--- config.mk ---
export PLATFORM = sky130hd
export DESIGN_NAME = cpu_term_sync
export DESIGN_NICKNAME = d
export VERILOG_FILES = /design/src/rtl/cpu_sm_pkg.sv /design/src/rtl/cpu_sync2.sv /design/src/rtl/cpu_term_sync.sv
export SDC_FILE = /design/constraint.sdc
export NUM_CORES = 1
export LEC_CHECK = 0
export BUFFER_PORTS_ARGS = -buffer_cell sky130_fd_sc_hd__buf_2
export CAP_MARGIN = 20
export CORE_MARGIN = 1.5
export CORE_UTILIZATION = 30
export CTS_BUF_LIST = sky130_fd_sc_hd__clkbuf_4
export CTS_CLUSTER_SIZE = 30
export DETAILED_ROUTE_END_ITERATION = 8
export GPL_TIMING_DRIVEN = 0
export SETUP_SLACK_MARGIN = 0.4
export SLEW_MARGIN = 20
export SYNTH_ARGS = -nofsm -noshare
export SYNTH_HDL_FRONTEND = slang
export SYNTH_SLANG_ARGS = --single-unit
--- constraint.sdc ---
create_clock -name BCLK -period 2.3 [get_ports BCLK]
set_input_delay 0.345 -clock BCLK [delete_from_list [all_inputs] [get_ports BCLK]]
set_output_delay 0.345 -clock BCLK [all_outputs]
set_load 0.1 [all_outputs]
--- src/rtl/cpu_sm_pkg.sv ---
// Shared definitions for the CPU bus-cycle termination logic: the
// termination FSM state set, responding-port encodings, the default
// bus-error timeout and the timeout counter width.
package cpu_sm_pkg;

   // Termination FSM states
   typedef enum logic [2:0] {
      ST_IDLE       = 3'd0,
      ST_WAIT_TERM  = 3'd1,
      ST_SETTLE     = 3'd2,
      ST_TERMINATED = 3'd3,
      ST_FAULT      = 3'd4
   } term_state_t;

   // Responding port width reported on PORT_SIZE
   typedef logic [1:0] port_size_t;

   localparam port_size_t PORT_NONE = 2'b00;
   localparam port_size_t PORT_8    = 2'b01;
   localparam port_size_t PORT_16   = 2'b10;
   localparam port_size_t PORT_32   = 2'b11;

   // Default number of WAIT_TERM clocks before a bus error is declared
   localparam int unsigned TIMEOUT_CYCLES_DEF = 255;

   // Width of the saturating timeout counter
   localparam int CNT_W = 8;

   // Map the active-high acknowledge pair (DSACK1, DSACK0) to a port width
   function automatic port_size_t port_from_ack(input logic ack0, input logic ack1);
      port_size_t p;
      case ({ack1, ack0})
         2'b01:   p = PORT_8;
         2'b10:   p = PORT_16;
         2'b11:   p = PORT_32;
         default: p = PORT_NONE;
      endcase
      return p;
   endfunction

endpackage

--- src/rtl/cpu_sync2.sv ---
// Two-flop synchroniser for an asynchronous active-low bus strobe.
// Both flops reset to the deasserted level (1) so a reset never
// presents a spurious strobe to the consuming logic.
module cpu_sync2 (
   input  logic clk,
   input  logic rst_n,
   input  logic d,
   output logic q
);

   logic meta;

   // Shift the raw input through two flops to settle metastability
   always_ff @(posedge clk or negedge rst_n) begin
      if (!rst_n) begin
         meta <= 1'b1;
         q    <= 1'b1;
      end else begin
         meta <= d;
         q    <= meta;
      end
   end

endmodule

--- src/rtl/cpu_term_sync.sv ---
// 68030 bus-cycle termination qualifier.
// Synchronises the asynchronous DSACKx_ / BERR_IN_ strobes, samples the
// synchronous STERM_IN_, and runs a small FSM that turns them into
// registered, qualified termination outputs for the CPU next-state logic.
// An 8-bit saturating counter raises a bus error when no termination
// arrives within TIMEOUT_CYCLES clocks of the cycle start.
module cpu_term_sync
   import cpu_sm_pkg::*;
#(
   parameter int unsigned TIMEOUT_CYCLES = TIMEOUT_CYCLES_DEF
) (
   input  logic       BCLK,
   input  logic       CCRESET_,
   input  logic       DSACK0_,
   input  logic       DSACK1_,
   input  logic       STERM_IN_,
   input  logic       BERR_IN_,
   input  logic       CYCLE_START,
   input  logic       CYCLE_END,
   output logic       DSACK,
   output logic       STERM_,
   output logic [1:0] PORT_SIZE,
   output logic       BERR_,
   output logic       TIMEOUT
);

   // Counter value at which WAIT_TERM gives up and declares a fault
   localparam logic [CNT_W-1:0] TMO_LAST = CNT_W'(TIMEOUT_CYCLES - 1);
   localparam logic [CNT_W-1:0] CNT_MAX  = '1;

   term_state_t      state;
   logic [CNT_W-1:0] tmo_cnt;

   logic dsack0_s;
   logic dsack1_s;
   logic berr_s;
   logic sterm_q;
   logic any_dsack;

   cpu_sync2 u_sync_dsack0 (
      .clk   (BCLK),
      .rst_n (CCRESET_),
      .d     (DSACK0_),
      .q     (dsack0_s)
   );

   cpu_sync2 u_sync_dsack1 (
      .clk   (BCLK),
      .rst_n (CCRESET_),
      .d     (DSACK1_),
      .q     (dsack1_s)
   );

   cpu_sync2 u_sync_berr (
      .clk   (BCLK),
      .rst_n (CCRESET_),
      .d     (BERR_IN_),
      .q     (berr_s)
   );

   // STERM_IN_ is already synchronous to BCLK, so a single sample suffices
   always_ff @(posedge BCLK or negedge CCRESET_) begin
      if (!CCRESET_) begin
         sterm_q <= 1'b1;
      end else begin
         sterm_q <= STERM_IN_;
      end
   end

   assign any_dsack = ~dsack0_s | ~dsack1_s;

   // Termination FSM with registered outputs and the saturating timeout counter
   always_ff @(posedge BCLK or negedge CCRESET_) begin
      if (!CCRESET_) begin
         state     <= ST_IDLE;
         tmo_cnt   <= '0;
         DSACK     <= 1'b0;
         STERM_    <= 1'b1;
         BERR_     <= 1'b1;
         TIMEOUT   <= 1'b0;
         PORT_SIZE <= PORT_NONE;
      end else if (state == ST_IDLE) begin
         // In IDLE a start beats a coincident end; terminations are ignored
         if (CYCLE_START) begin
            state   <= ST_WAIT_TERM;
            tmo_cnt <= '0;
         end
      end else if (CYCLE_END) begin
         // Outside IDLE the end of cycle wins and clears every output
         state     <= ST_IDLE;
         tmo_cnt   <= '0;
         DSACK     <= 1'b0;
         STERM_    <= 1'b1;
         BERR_     <= 1'b1;
         TIMEOUT   <= 1'b0;
         PORT_SIZE <= PORT_NONE;
      end else begin
         case (state)
            ST_WAIT_TERM: begin
               if (tmo_cnt != CNT_MAX) begin
                  tmo_cnt <= tmo_cnt + 1'b1;
               end
               if (!berr_s) begin
                  state <= ST_FAULT;
                  BERR_ <= 1'b0;
               end else if (!sterm_q) begin
                  state  <= ST_TERMINATED;
                  STERM_ <= 1'b0;
               end else if (any_dsack) begin
                  // Give the second DSACK one more clock to arrive
                  state <= ST_SETTLE;
               end else if (tmo_cnt >= TMO_LAST) begin
                  state   <= ST_FAULT;
                  BERR_   <= 1'b0;
                  TIMEOUT <= 1'b1;
               end
            end
            ST_SETTLE: begin
               if (tmo_cnt != CNT_MAX) begin
                  tmo_cnt <= tmo_cnt + 1'b1;
               end
               if (any_dsack) begin
                  state     <= ST_TERMINATED;
                  DSACK     <= 1'b1;
                  PORT_SIZE <= port_from_ack(~dsack0_s, ~dsack1_s);
               end else begin
                  // Acknowledge vanished: treat it as a glitch and keep waiting
                  state <= ST_WAIT_TERM;
               end
            end
            ST_TERMINATED, ST_FAULT: begin
               state <= state;
            end
            default: begin
               state <= ST_IDLE;
            end
         endcase
      end
   end

endmodule

; ---- After elaboration in Yosys (flattened, before gate mapping)
; Cells that the tools add are included.
[op_classes]
addsub = 1
magnitude_cmp = 1
eq_ne = 16
n_mux = 37
n_bitwise = 4
n_reduce_logical = 17
[ops]
columns = op, n
row1 = $mux W8, 5
row2 = $mux W3, 7
row3 = $mux W1, 19
row4 = $ne A3 B3 Y1 const B, 4
row5 = $reduce_bool A2 Y1, 6
row6 = $pmux W3 S3, 1
row7 = $reduce_and A3 Y1, 3
row8 = $add A8 B1 Y8 const B, 1
row9 = $ge A8 B8 Y1 const B, 1
row10 = $mux W2, 4
row11 = $ne A8 B8 Y1 const B, 1
row12 = $ne A7 B7 Y1 const B, 1
row13 = $eq A3 B2 Y1 const B, 2
row14 = $ne A2 B2 Y1 const B, 3
row15 = $pmux W2 S3, 1
row16 = $reduce_and A6 Y1, 1
row17 = $reduce_bool A3 Y1, 2
row18 = $reduce_and A5 Y1, 1
row19 = $eq A2 B2 Y1 const B, 2
row20 = $reduce_and A4 Y1, 1
row21 = $reduce_or A2 Y1, 2
row22 = $eq A3 B1 Y1 const B, 1
row23 = $eq A3 B3 Y1 const B, 1
row24 = $logic_not A3 Y1, 1
row25 = 3 further kinds, 5
[word_totals]
ff_bits = 24
input_bits = 8
out_inout_bits = 6
word_cells = 90

; ---- Longest topological paths before layout
[depth]
word_depth = 8
depth_mapped = 7
depth_no_buf = 7

; ---- Cells and area by module
; Synthesis repeated with hierarchy kept, for this count alone.
[hier_totals]
hier_cells = 123
hier_area_um2 = 1226.2
[modules_own_cells]
columns = module, n_inst, cells_each, area_each_um2, seq_area_each_um2
row1 = cpu_term_sync, 1, 117, 1068.5, 454.2
row2 = cpu_sync2, 3, 2, 52.6, 52.6

; ---- Least setup slack after synthesis
; No wires, ideal clock.
[synth_path]
path_kind = register to register
start = reg state[1]
end = reg tmo_cnt[7]
setup_ns = 0.078
arrival_time_ns = 1.591
required_ns = 2.222
slack_ns = 0.631
path_stages_with_launch = 6
path_buffers = 0
synth_period_minus_slack_ns = 1.669
cell_sequence = dfrtp_1 -> nor3_4 -> nor4_2 -> a21o_1 -> or4_1 -> a21oi_1
[synth_between]
elab_chain_cells = 4
elab_cells_between_ends = 9
cone_classes = eq/ne (3) / mux (1) / reduce/logical (5)
[synth_lines]
columns = item, line
row1 = "start, declared", cpu_term_sync.sv:31  ; term_state_t state;
row2 = "start signal, assigned", cpu_term_sync.sv:132  ; state <= state;
row3 = $eq A3 B2 Y1 / $eq A3 B1 Y1 (equally long branches), cpu_term_sync.sv:98  ; case (state)
row4 = $reduce_or A2 Y1 (no line), -
row5 = $reduce_bool A3 Y1 (no line), -
row6 = $reduce_and A3 Y1 (no line), -
row7 = "end signal, assigned", cpu_term_sync.sv:101  ; tmo_cnt <= tmo_cnt + 1'b1;
row8 = "end signal, assigned", cpu_term_sync.sv:120  ; tmo_cnt <= tmo_cnt + 1'b1;
row9 = "end, declared", cpu_term_sync.sv:32  ; logic [CNT_W-1:0] tmo_cnt;
; Several ways; a longest one is shown, not always the timed one.
; A chain may end at the register's enable or synchronous reset.

; ---- Worst setup path in the final report
[layout_path]
start = reg state[2]
end = reg tmo_cnt[7]
; Same word-level chain as after synthesis.

==> out/results.ini <==
[finish]
diodes = 0
largest_reg_flops = 8
areaGrowthSynthToFinish_pct = 16.7
drive_above_1_share_pct = 27.7
multi_input_area_um2 = 604
fillers = 381
fin_cells = 189
reg.largest.list = tmo_cnt: 8 flops, state: 3 flops, PORT_SIZE: 2 flops
largest-register = tmo_cnt
sequential_cell_area_um2 = 612
fin_util_pct = 37.5
layout.nets = 152

[floorplan]
fp.dieW_um = 66.6
die_h_um = 66.6
initial_core_util_pct = 32.1
die_area_um2 = 4430
ioPinCount = 14
num_rows = 22
coreArea_um2 = 3770

[grt]
grt_pass1_wl_um = 4090
grt_remaining_overflow = 0
antenna_found_initial = 0
grt_pass1_vias = 886
grt_max_degree = 25
track_usage_pct = 12.2

[power]
power.density_nw_per_um2 = 1220
ir_drop_mv = 0.517
p_leak_nw = 0.580

[clocking]
root_buffer = clkbuf_4
cts_buffers = 3
cts_buffer_depth = 2
path_clk_slew_ns = 0.13
htreeDepth = 1
cts_tree = done
cts_sinks = 24
clock_latency_ns = 0.32

[sta]
fmax_mhz = 537
setup_violations = 0
finalSetupTns_ns = 0
worst_slew_pin_slew_ns = 0.518
final_max_slew_viol_count = 0
fin_skew_ns = 0.00469
fin_hold_ws_ns = -0.0204
setup_slack_ns = 0.437
min_period_ns = 1.86
slew_headroom_pct = 65.5
rsz0062_at_grt = true
hold_viol = 15
fin_crit_sh_pct = 81.0

[synthesis]
synth_compound_area_share_pct = 17.8
ys_seq_elements = 24
yosysUniqueCellTypes = 43
syn_nets = 132
ys_warn_count = 0
synth_area_leader_cell = dfrtp_1
syn_inst = 122
ys_seq_area_share_pct = 50.5
synth_top_area_share_pct = 31.0
synthMuxAreaShare_pct = 2.48
synthFlopType = dfrtp_1
synth_area_um2 = 1210
avgSynthCellArea_um2 = 9.94
synth-xor-area-share_pct = 1.44
synth_common_cells = 16 x nor2_1, 15 x dfrtp_1, 14 x nand2_1, 9 x dfstp_2, 9 x o21ai_0
synth_area_leaders = dfrtp_1 31%, dfstp_2 20%, nor2_1 5.0%, nand2_1 4.3%, o21ai_0 3.7%
synth_top_family_by_area = simple AND/OR/NAND/NOR gates
synth_most_common_cell = nor2_1
synth_edf_count = 0
async_reset_ff_share_pct = 100
synth_adder_area_share_pct = 2.06
yosys.area_share.simple_pct = 23.1

[worst_setup_path]
cp-start-kind = flop
critPathBufInv = 1
cp_max_fo = 10
critical_path.top_delay_family = compound AO/OA/AOI/OAI gates
slowest_stage = or4_1
critPathRequiredTime_ns = 2.55
crit_top_cell = a21oi_1
critPathKind = reg -> reg
crit_path_end_kind = flop
max_stage_delay_ns = 0.49
crit_chain = buf_6 -> a21oi_1 -> o22ai_1 -> a21o_1 -> or4_1 -> a21oi_1
cp.arrival_ns = 2.11

[run_status]
failed_checks = negative hold slack
status = finished with violations

[detailed_routing]
drt-total-wl_um = 2460
wl_per_cell_um = 13.0
drc = 0
dr.pass1.iters = 5
vias = 1033
vias_per_cell = 5.47
drtIter0Drc = 44
antenna_left = 0

[placement]
post-place-ws_ns = 0.449
dp_hpwl_um = 1730
dpl.cell_count = 183
portBuffers = 13
finalWeightedCongestion = 0.852

[min_path]
hold_path_class = in -> async

[flow_run]
maxCapViolCount = 0

## routing by layer
metal  global-route usage, %  routed length [µm]  vias up  part of all wire [%]
met3                    2.03                 102        8                   4.1
met1                    16.7                1150      503                    47
met5                       0                   0        -                     0
met4                    4.59                  46        0                   1.9
li1                        -                   -      489                     -
met2                    19.4                1160       33                    47
## cells by family after synthesis
group,after synthesis
XOR/XNOR,2
adder cells (fa/ha/maj),2
flip-flops,24
AND/OR/NAND/NOR,53
AO/OA/AOI/OAI,32
multiplexers,3
buffers and inverters,6
## layout make-up
cell class	instances	area share, %
clock buffer	3	1.59
inverter	2	0.531
timing repair buffer	15	5.66
buffer	4	1.77
multi-input combinational	92	42.7
tap	48	4.24
clock inverter	1	0.265
sequential	24	43.2
## timing repair
item / CTS / global route
setup endpoints to repair: 0 / 10
resized for setup: 0 / 7
setup buffers: 0 / 2
hold buffers: 0 / 0
## cells in the final DEF, fill, tap and decap left out, types with 2 or more instances in the layout
| master | count |
|---|---|
| nor2_1 | 16 |
| nand2_1 | 14 |
| xnor2_1 | 2 |
| o211ai_1 | 2 |
| dfrtp_1 | 15 |
| o21ai_1 | 2 |
| nand4_1 | 2 |
| buf_4 | 2 |
| ha_1 | 2 |
| nor3_2 | 3 |
| o21ai_0 | 8 |
| buf_2 | 15 |
| clkbuf_4 | 3 |
| mux2i_1 | 3 |
| inv_1 | 2 |
| a211oi_1 | 2 |
| a21oi_1 | 6 |
| nand3_1 | 5 |
| dfstp_2 | 9 |
| o41ai_1 | 2 |
## metrics by stage
step,instance area [µm²],power (mW)
final,1420,1.73
after global routing,1420,1.85
after CTS,1360,1.65
after detailed placement,1340,1.46
after global placement,1340,1.45
after floorplan,1210,1.30
## final timing paths
path	cells after the start	start	slack [ns]	to
max	6	state[2]	0.44	tmo_cnt[7]
min	1	CCRESET_	-0.02	tmo_cnt[5]
max reg2reg	6	state[2]	0.44	tmo_cnt[7]
min reg2reg	0	u_sync_dsack0.meta	0.36	u_sync_dsack0.q
max in group asynchronous	1	CCRESET_	1.95	BERR_
min in group BCLK	1	DSACK0_	0.11	u_sync_dsack0.meta
## power by group
group	total [mW]	internal, mW	switching (mW)
combinational	0.921	0.282	0.640
sequential	0.615	0.519	0.0956
clock	0.191	0.0636	0.127
Power figures use the tool's default switching activity.
